## config.mk

```make
export PLATFORM = sky130hd
export DESIGN_NAME = button_event_queue
export DESIGN_NICKNAME = d
export VERILOG_FILES = /design/src/rtl/button_event_queue.sv
export SDC_FILE = /design/constraint.sdc
export NUM_CORES = 1
export LEC_CHECK = 0
export BUFFER_PORTS_ARGS = -buffer_cell sky130_fd_sc_hd__buf_2
export CAP_MARGIN = 20
export CELL_PAD_IN_SITES_DETAIL_PLACEMENT = 0
export CELL_PAD_IN_SITES_GLOBAL_PLACEMENT = 1
export CORE_ASPECT_RATIO = 1.75
export CORE_MARGIN = 1
export CORE_UTILIZATION = 51
export DETAILED_ROUTE_END_ITERATION = 16
export PLACE_DENSITY_LB_ADDON = 0.05
export REMOVE_ABC_BUFFERS = 1
export SETUP_SLACK_MARGIN = 0.1
export SLEW_MARGIN = 20
export SYNTH_ARGS = -nofsm -noshare
export SYNTH_HDL_FRONTEND = slang
export SYNTH_SLANG_ARGS = --single-unit
```

## constraint.sdc

```tcl
create_clock -name clock -period 5.3 [get_ports clock]
set_input_delay 0.53 -clock clock [delete_from_list [all_inputs] [get_ports clock]]
set_output_delay 0.53 -clock clock [all_outputs]
set_load 0.01 [all_outputs]
```

## src/rtl/button_event_queue.sv

```systemverilog
// Four-button capture unit: synchronise, debounce, detect presses and queue event codes for a polled read.
// Optional BUTTON_RELEASE_EVENTS_EN also queues release events (codes 5..8) and widens the code field to 4 bits.
module button_event_queue #(
    parameter int DEBOUNCE_CYCLES = 500000,
    parameter int FIFO_DEPTH      = 4
) (
    input  logic        clock,
    input  logic        reset,
    input  logic        red_button,
    input  logic        blue_button,
    input  logic        green_button,
    input  logic        yellow_button,
    input  logic        poll,
    output logic [31:0] button_out,
    output logic [3:0]  pressed
);

`ifdef BUTTON_RELEASE_EVENTS_EN
    localparam int NSRC = 8;
    localparam int CW   = 4;
`else
    localparam int NSRC = 4;
    localparam int CW   = 3;
`endif
    localparam int PTR_W = $clog2(FIFO_DEPTH);
    localparam int CNT_W = $clog2(DEBOUNCE_CYCLES);
    localparam logic [CNT_W-1:0] CNT_MAX   = CNT_W'(DEBOUNCE_CYCLES - 1);
    localparam logic [PTR_W:0]   DEPTH_CNT = (PTR_W + 1)'(FIFO_DEPTH);

    logic [3:0] raw;
    logic [3:0] sync1_reg;
    logic [3:0] sync2_reg;
    logic [3:0] rise_evt;
`ifdef BUTTON_RELEASE_EVENTS_EN
    logic [3:0] fall_evt;
`endif
    logic [NSRC-1:0] src_set;

    assign raw = {yellow_button, green_button, blue_button, red_button};

    always_ff @(posedge clock or negedge reset) begin
        if (!reset) begin
            sync1_reg <= '0;
            sync2_reg <= '0;
        end else begin
            sync1_reg <= raw;
            sync2_reg <= sync1_reg;
        end
    end

    // Per-button debounce; an event is flagged on the same edge the stable level flips.
    generate
        for (genvar gi = 0; gi < 4; gi++) begin : g_debounce
            logic [CNT_W-1:0] cnt_reg;
            logic             stable_reg;
            logic             flip;

            assign flip         = (sync2_reg[gi] != stable_reg) && (cnt_reg == CNT_MAX);
            assign rise_evt[gi] = flip & ~stable_reg;
`ifdef BUTTON_RELEASE_EVENTS_EN
            assign fall_evt[gi] = flip & stable_reg;
`endif
            assign pressed[gi]  = stable_reg;

            always_ff @(posedge clock or negedge reset) begin
                if (!reset) begin
                    cnt_reg    <= '0;
                    stable_reg <= 1'b0;
                end else if (sync2_reg[gi] == stable_reg) begin
                    cnt_reg <= '0;
                end else if (cnt_reg == CNT_MAX) begin
                    cnt_reg    <= '0;
                    stable_reg <= ~stable_reg;
                end else begin
                    cnt_reg <= cnt_reg + 1'b1;
                end
            end
        end
    endgenerate

`ifdef BUTTON_RELEASE_EVENTS_EN
    assign src_set = {fall_evt, rise_evt};
`else
    assign src_set = rise_evt;
`endif

    logic [NSRC-1:0] pending_reg;
    logic [NSRC-1:0] pending_next;
    logic [NSRC-1:0] grant;
    logic [CW-1:0]   push_code;
    logic [CW-1:0]   mem [FIFO_DEPTH];
    logic [PTR_W-1:0] wr_ptr_reg;
    logic [PTR_W-1:0] rd_ptr_reg;
    logic [PTR_W:0]   count_reg;
    logic             overflow_reg;
    logic             poll_prev_reg;
    logic [CW-1:0]    rd_code_reg;
    logic             rd_ovf_reg;
    logic [CW-1:0]    head_code;
    logic             push_req;
    logic             push;
    logic             pop;
    logic             empty;
    logic             full;

    // Lowest index wins: presses red..yellow, then releases red..yellow.
    always_comb begin
        grant     = '0;
        push_code = '0;
        for (int i = NSRC - 1; i >= 0; i--) begin
            if (pending_reg[i]) begin
                grant     = '0;
                grant[i]  = 1'b1;
                push_code = CW'(i + 1);
            end
        end
    end

    assign empty        = (count_reg == '0);
    assign full         = (count_reg == DEPTH_CNT);
    assign push_req     = |pending_reg;
    assign pop          = poll & ~poll_prev_reg & ~empty;
    // A pop in the same cycle frees a slot, so a full queue still accepts the push.
    assign push         = push_req & (~full | pop);
    assign pending_next = (pending_reg & ~grant) | src_set;
    assign head_code    = empty ? '0 : mem[rd_ptr_reg];

    always_ff @(posedge clock) begin
        if (push) begin
            mem[wr_ptr_reg] <= push_code;
        end
    end

    always_ff @(posedge clock or negedge reset) begin
        if (!reset) begin
            pending_reg   <= '0;
            wr_ptr_reg    <= '0;
            rd_ptr_reg    <= '0;
            count_reg     <= '0;
            overflow_reg  <= 1'b0;
            poll_prev_reg <= 1'b0;
            rd_code_reg   <= '0;
            rd_ovf_reg    <= 1'b0;
        end else begin
            pending_reg   <= pending_next;
            poll_prev_reg <= poll;
            if (push) begin
                wr_ptr_reg <= wr_ptr_reg + 1'b1;
            end
            if (pop) begin
                rd_ptr_reg <= rd_ptr_reg + 1'b1;
            end
            if (push && !pop) begin
                count_reg <= count_reg + 1'b1;
            end else if (pop && !push) begin
                count_reg <= count_reg - 1'b1;
            end
            if (pop) begin
                overflow_reg <= 1'b0;
            end else if (push_req && !push) begin
                overflow_reg <= 1'b1;
            end
            // Read word is frozen while the processor is addressing the port.
            if (!poll) begin
                rd_code_reg <= head_code;
                rd_ovf_reg  <= overflow_reg;
            end
        end
    end

    always_comb begin
        button_out          = '0;
        button_out[CW-1:0]  = rd_code_reg;
        button_out[8]       = rd_ovf_reg;
    end

endmodule

```

==> results of run 1 <==
## power by group through the flow
stage	Combinational [uW]	Clock (uW)	Sequential [uW]
6_report	112	1150	978
5_1_grt	128	1210	984
4_1_cts	115	1170	979
3_5_place_dp	115	0	994
3_3_place_gp	109	0	993
2_1_floorplan	77.3	0	984
## cells in the final DEF, fill, tap and decap left out, types with 4 or more instances in the layout
cell / instances
conb_1: 28
nor4_1: 14
xnor2_1: 33
and4_1: 4
a22o_1: 4
a21oi_1: 19
o31ai_1: 8
clkbuf_16: 18
mux2_2: 6
nand2b_1: 5
or4_1: 12
inv_1: 13
o21ai_0: 14
or3_1: 12
nor4b_1: 4
and2_1: 6
buf_2: 13
nand3_1: 25
and3_1: 10
ha_1: 9
nor3_1: 6
clkinv_4: 4
buf_4: 5
xor2_1: 26
nand2_1: 24
nand4_1: 25
edfxtp_1: 12
dfrtp_1: 105
nor2_1: 67
## cells by family (layout without fill, tap and decap cells)
logic type,Yosys count,count (layout),synth area share
other,1,28,0.000664
buffers and inverters,59,63,0.0623
xor gates and xnor gates,59,59,0.0915
AOI/OAI and AO/OA,52,52,0.0590
adders and majority gates,10,10,0.0235
and+or+nand+nor,223,223,0.210
muxes,9,9,0.0239
DFF,117,117,0.529
## worst paths after layout
kind                                             to  slack (ns)  depth (start not counted)
setup / recovery                       count_reg[1]        3.04                          6
hold reg to reg                        sync2_reg[1]        0.35                          0
min in group asynchronous             rd_ptr_reg[0]        0.25                          1
max in group asynchronous  g_debounce[2].cnt_reg[2]        4.04                          2
setup reg to reg                       count_reg[1]        3.04                          6
hold / removal                         sync1_reg[2]        0.22                          1
## layout make-up
class | instances | area (sq um) | share of cell area
sequential | 117 | 2990 | 0.473
multi-input combinational | 381 | 2420 | 0.382
clock buffer | 19 | 454 | 0.0719
tap | 130 | 163 | 0.0257
clock inverter | 13 | 146 | 0.0232
timing repair buffer | 18 | 103 | 0.0162
inverter | 13 | 48.8 | 0.00772
## worst reg2reg max path: cells and delay by family (launching register included)
family	cells	cell delay, ns
adder cells (fa/ha/maj)	2	0.71
flip-flops	1	0.44
AND/OR/NAND/NOR	1	0.44
multiplexers	1	0.27
AO/OA/AOI/OAI	1	0.21
buffers and inverters	1	0.07
## through the flow
stage                     area [sq um]   util
final                             6320  0.587
after global routing              6320  0.587
after CTS                         6320  0.587
after detailed placement          5720  0.531
after global placement            5710  0.531
after floorplan                   5440      -
## routing by layer
metal	routed length [um]	up-vias	global-route usage
met5	0	-	0
met4	167	0	0.0902
met3	221	14	0.0498
met2	5770	48	0.365
met1	4130	1884	0.215
li1	-	1856	-
==> flow_metrics.env, run 1 <==
export IMPL_outcome="finished, final reports clean"
export IMPL_first_iter_violations=191
export IMPL_port_buffers=14
export IMPL_start_kind="register"
export IMPL_vias=3802
export IMPL_synth_cell_type_count=40
export IMPL_die_w_um=81.5
export IMPL_timing_rr_start="pending_reg[0]"
export IMPL_fin_hold_ws_ns=0.221
export IMPL_vias_per_cell=5.50
export IMPL_grt_usage=0.203
export IMPL_yosys_most_used_dff="dfrtp_1"
export IMPL_synth_seq_cells=117
export IMPL_drive_gt1_frac=0.116
export IMPL_post_cts_buffers=0
export IMPL_switching_share=0.236
export IMPL_die_area_sq_mm=0.0115
export IMPL_slowest_stage="dfrtp_1"
export IMPL_wl_per_cell_um=14.9
export IMPL_place_congestion=0.775
export IMPL_pin_count=43
export IMPL_clk_path_buf_depth=2
export IMPL_synth_top_area_cell="dfrtp_1"
export IMPL_largest_reg_flops=76
export IMPL_worst_pin_slew_ns=0.858
export IMPL_p_seq_frac=0.437
export IMPL_setup_tns_ns=0
export IMPL_worstPathRequired_ns=5.59
export IMPL_final_hold_violation_count=0
export IMPL_fin_crit_sh=0.426
export IMPL_htree_num_levels=4
export IMPL_antenna_left=0
export IMPL_fin_crit_ns=2.26
export IMPL_yosys_top_cells_area="dfrtp_1, edfxtp_1, xnor2_1, nor2_1, buf_4"
export IMPL_async_reset_ff_frac=0.897
export IMPL_n_antenna_cell=0
export IMPL_insertion_delay_ns=0.41
export IMPL_cpPeakStageDelay_ns=0.44
export IMPL_synth_edff_count=12
export IMPL_cts_buffers=17
export IMPL_rsz0062_at_grt="false"
export IMPL_path_buf_inv=1
export IMPL_place_inst=659
export IMPL_synthCells=530
export IMPL_first_pass_iters=4
export IMPL_yosysWarnings=0
export IMPL_max_freq_mhz=443
export IMPL_areaGrowthSynthToFinish_pct=11.9
export IMPL_clock_power_share=0.513
export IMPL_p_per_area_mw_per_mm2=354
export IMPL_hold_path_class="input pin to register"
export IMPL_intPower_uw=1710
export IMPL_setup_ws_ns=3.04
export IMPL_ir_drop_mv=0.309
export IMPL_fin_skew_ns=0.00766
export IMPL_drv_cap=0
export IMPL_seq_area_frac_synth=0.529
export IMPL_die_h_um=141
export IMPL_finalNetCount=565
export IMPL_slew_viol_final=0
export IMPL_finalPower_uw=2240
export IMPL_grt_pass1_wl_um=17700
export IMPL_hold_start="green_button"
export IMPL_clock_sinks=117
export IMPL_place_ws_ns=2.81
export IMPL_crit_family="adder cells"
export IMPL_synth_area_per_cell_sq_um=10.7
export IMPL_startpoint="pending_reg[0]"
export IMPL_rows=50
export IMPL_path_clk_slew_ns=0.06
export IMPL_yosys_top_cells_count="dfrtp_1, nor2_1, buf_4, xnor2_1, xor2_1"
export IMPL_grt_ovfl_total=0
export IMPL_cp_arrival_ns=2.55
export IMPL_ctsHoldBuffers=0
export IMPL_fillers=951
export IMPL_start_util=0.525
export IMPL_leakagePower_uw=0.00268
export IMPL_drt_wl_total_um=10300
export IMPL_cts_resized=0
export IMPL_setup_viol=0
export IMPL_first_global_vias=3884
export IMPL_hpwl_um=7080
export IMPL_antenna_found_initial=0
export IMPL_grt_max_degree=70
export IMPL_relSlewSlack=0.428
export IMPL_end_kind="register"
export IMPL_root_buffer="clkbuf_16"
export IMPL_power_frac_comb=0.050
export IMPL_post_synth_top_count_cell="dfrtp_1"
export IMPL_synth_top_area_frac=0.465
export IMPL_critical_path_peak_fanout=8
export IMPL_crit_type="register to register"
export IMPL_fin_cells=691
export IMPL_synth_area_sq_mm=0.00565
export IMPL_p_switching_uw=528
export IMPL_drcViolationCount=0
export IMPL_path_cells="nor4_1, a31oi_1, ha_1, inv_1, fa_1, mux2_2"
export IMPL_cts_tree="built"
export IMPL_core_sq_mm=0.0108
Power figures use the tool's default switching activity.
==> run 2, diff against run 1 <==
--- a/config.mk
+++ b/config.mk
@@ -5,13 +5,14 @@
 export SDC_FILE = /design/constraint.sdc
 export NUM_CORES = 1
 export LEC_CHECK = 0
+export ABC_AREA = 1
 export BUFFER_PORTS_ARGS = -buffer_cell sky130_fd_sc_hd__buf_2
 export CAP_MARGIN = 20
 export CELL_PAD_IN_SITES_DETAIL_PLACEMENT = 0
 export CELL_PAD_IN_SITES_GLOBAL_PLACEMENT = 1
 export CORE_ASPECT_RATIO = 1.75
 export CORE_MARGIN = 1
-export CORE_UTILIZATION = 51
+export CORE_UTILIZATION = 45
 export DETAILED_ROUTE_END_ITERATION = 16
 export PLACE_DENSITY_LB_ADDON = 0.05
 export REMOVE_ABC_BUFFERS = 1
==> constraint.sdc (replaced) <==
create_clock -name clock -period 2.1 [get_ports clock]
set_input_delay 0.21 -clock clock [delete_from_list [all_inputs] [get_ports clock]]
set_output_delay 0.21 -clock clock [all_outputs]
set_load 0.01 [all_outputs]
==> run 2 against run 1 <==
Against the previous run:
- cell area up 18%
- largest power group unchanged
- worst hold slack worse by 0.15 ns
- total power rose to 2.7 times the previous value
- sequential share of layout area down 7.3 points
- combinational power rose to 6.1 times the previous value
- count of clock-buffer cells in the layout up 3
- critical path type unchanged
- sequential cell count unchanged
- first-iteration DRC count down 8.4%
- cell count up 56%
==> flow_metrics.env, run 2 <==
export IMPL_wl_per_cell_um=13.3
export IMPL_outcome="finished, final reports clean"
export IMPL_vias_per_cell=4.77
export IMPL_slowest_stage="fa_2"
export IMPL_setup_viol=0
export IMPL_clock_power_share=0.484
export IMPL_worstPathRequired_ns=2.38
export IMPL_fin_skew_ns=0.0131
export IMPL_ir_drop_mv=0.482
export IMPL_cp_arrival_ns=2.23
export IMPL_synth_edff_count=12
export IMPL_hold_path_class="input pin to register"
export IMPL_synthCells=838
export IMPL_crit_family="adder cells"
export IMPL_pin_count=43
export IMPL_first_iter_violations=175
export IMPL_yosys_top_cells_area="dfrtp_1, nor2_1, nand2_1, inv_1, edfxtp_1"
export IMPL_switching_share=0.242
export IMPL_leakagePower_uw=0.00332
export IMPL_r2r_cells=8
export IMPL_core_sq_mm=0.0140
export IMPL_first_pass_iters=4
export IMPL_grt_ovfl_total=0
export IMPL_cts_buffers=17
export IMPL_clock_sinks=117
export IMPL_start_kind="register"
export IMPL_finalNetCount=907
export IMPL_die_area_sq_mm=0.0149
export IMPL_yosys_top_cells_count="nor2_1, nand2_1, dfrtp_1, inv_1, nand3_1"
export IMPL_rsz0062_at_grt="true"
export IMPL_r2r_slack_ns=0.16
export IMPL_synth_top_area_frac=0.407
export IMPL_whs_path_depth=2
export IMPL_layout_common_cells="nor2_1, nand2_1, dfrtp_1, inv_1, nand3_1"
export IMPL_path_cells="nor3_2, nand2_1, nand2_2, inv_2, ha_2, inv_2, fa_2, mux2_2"
export IMPL_p_per_area_mw_per_mm2=823
export IMPL_vias=5150
export IMPL_power_frac_comb=0.111
export IMPL_start_util=0.462
export IMPL_final_common_cell="nor2_1"
export IMPL_antenna_left=0
export IMPL_synth_cell_type_count=32
export IMPL_final_hold_violation_count=0
export IMPL_crit_top_cell="inv_2"
export IMPL_fin_crit_ns=1.94
export IMPL_yosysWarnings=0
export IMPL_antenna_found_initial=0
export IMPL_p_switching_uw=1490
export IMPL_largest_reg_flops=76
export IMPL_end_kind="register"
export IMPL_crit_type="register to register"
export IMPL_yosys_most_used_dff="dfrtp_1"
export IMPL_fin_crit_sh=0.925
export IMPL_post_synth_top_count_cell="nor2_1"
export IMPL_rows=57
export IMPL_insertion_delay_ns=0.41
export IMPL_grt_pass1_wl_um=24300
export IMPL_areaGrowthSynthToFinish_pct=15.6
export IMPL_root_buffer="clkbuf_16"
export IMPL_die_w_um=92.6
export IMPL_die_h_um=160
export IMPL_hpwl_um=10900
export IMPL_min_to="poll_prev_reg"
export IMPL_drt_wl_total_um=14400
export IMPL_cpPeakStageDelay_ns=0.44
export IMPL_synth_seq_cells=117
export IMPL_rr_endpoint="count_reg[1]"
export IMPL_drv_cap=0
export IMPL_htree_num_levels=4
export IMPL_timing_rr_start="count_reg[1]"
export IMPL_hold_start="poll"
export IMPL_cts_tree="built"
export IMPL_synth_area_sq_mm=0.00646
export IMPL_utilization=0.534
export IMPL_place_congestion=0.832
export IMPL_drive_gt1_frac=0.127
export IMPL_first_global_vias=5246
export IMPL_synth_top_area_cell="dfrtp_1"
export IMPL_path_buf_inv=2
export IMPL_p_seq_frac=0.404
export IMPL_setup_tns_ns=0
export IMPL_clk_path_buf_depth=2
export IMPL_n_antenna_cell=0
export IMPL_async_reset_ff_frac=0.897
export IMPL_critical_path_peak_fanout=4
export IMPL_synth_area_per_cell_sq_um=7.71
export IMPL_path_clk_slew_ns=0.05
export IMPL_intPower_uw=4660
export IMPL_max_freq_mhz=515
export IMPL_port_buffers=14
export IMPL_grt_max_degree=78
export IMPL_seq_area_frac_synth=0.463
export IMPL_slew_viol_final=0
export IMPL_drcViolationCount=0
export IMPL_grt_usage=0.210
## run 2: area by class of cell
| type | instances | area [sq um] |
|---|---|---|
| Tap cell | 177 | 221 |
| Clock inverter | 10 | 116 |
| Timing Repair Buffer | 40 | 293 |
| Fill cell | 1401 | 6510 |
| Clock buffer | 22 | 505 |
| Inverter | 106 | 398 |
| Multi-Input combinational cell | 608 | 2940 |
| Sequential cell | 117 | 2990 |
## run 2: power by group through the flow
stage / registers [uW] / clock network [uW] / logic (uW)
finish: 2490 / 2980 / 684
CTS: 2480 / 3050 / 666
global route: 2500 / 3160 / 777
floorplan: 2520 / 0 / 298
detailed placement: 2530 / 0 / 486
global placement: 2520 / 0 / 467
## run 2: metal layers
metal / share of wire / GRT usage / wire length, um / up-vias
met5: 0 / 0 / 0 / -
met4: 0.020 / 0.0866 / 293 / 0
met3: 0.017 / 0.0355 / 249 / 21
met2: 0.58 / 0.415 / 8350 / 58
met1: 0.38 / 0.209 / 5490 / 2430
li1: - / - / - / 2641
## run 2: cells by family (layout without fill, tap and decap cells)
group                    after synthesis  count (layout)  synth area share
multiplexers                           1               1           0.00174
adder cells (fa/ha/maj)               10              10            0.0205
buffers and inverters                140             178             0.101
other                                  1              28          0.000581
XOR/XNOR                              39              39            0.0575
AO/OA/AOI/OAI                         43              43            0.0345
AND/OR/NAND/NOR                      487             487             0.322
flip-flops                           117             117             0.463
## run 2: timing repair
| item | CTS | global route |
|---|---|---|
| setup endpoints to repair | 2 | 5 |
| hold buffers | 5 | 0 |
| endpoints found under the hold margin | 109 | 0 |
| setup buffers | 12 | 2 |
| pin swaps | 1 | 5 |
| gates resized for setup | 1 | 11 |
## run 2: worst max path at each step
stage | depth (start not counted) | from | slack [ns] | end
finish | 8 | count_reg[1] | 0.16 | count_reg[1]
global route | 10 | count_reg[1] | 0.04 | count_reg[1]
CTS | 10 | pending_reg[1] | 0.10 | count_reg[1]
detailed placement | 10 | count_reg[0] | 0.04 | count_reg[1]
global placement | 10 | count_reg[0] | 0.12 | count_reg[1]
floorplan | 10 | count_reg[0] | 0.14 | count_reg[1]
## run 2: through the flow
stage	power (uW)	cell area (sq um)	worst slack, ns	instances	hold WS (ns)
2_1_floorplan	2820	6310	0.136	831	-0.0856
3_3_place_gp	2990	6670	0.120	1029	0.0208
3_5_place_dp	3020	6670	0.0372	1029	0.0231
4_1_cts	6200	7430	0.104	1078	0.0490
5_1_grt	6430	7460	0.0395	1080	0.0691
6_report	6150	7460	0.158	1080	0.0742
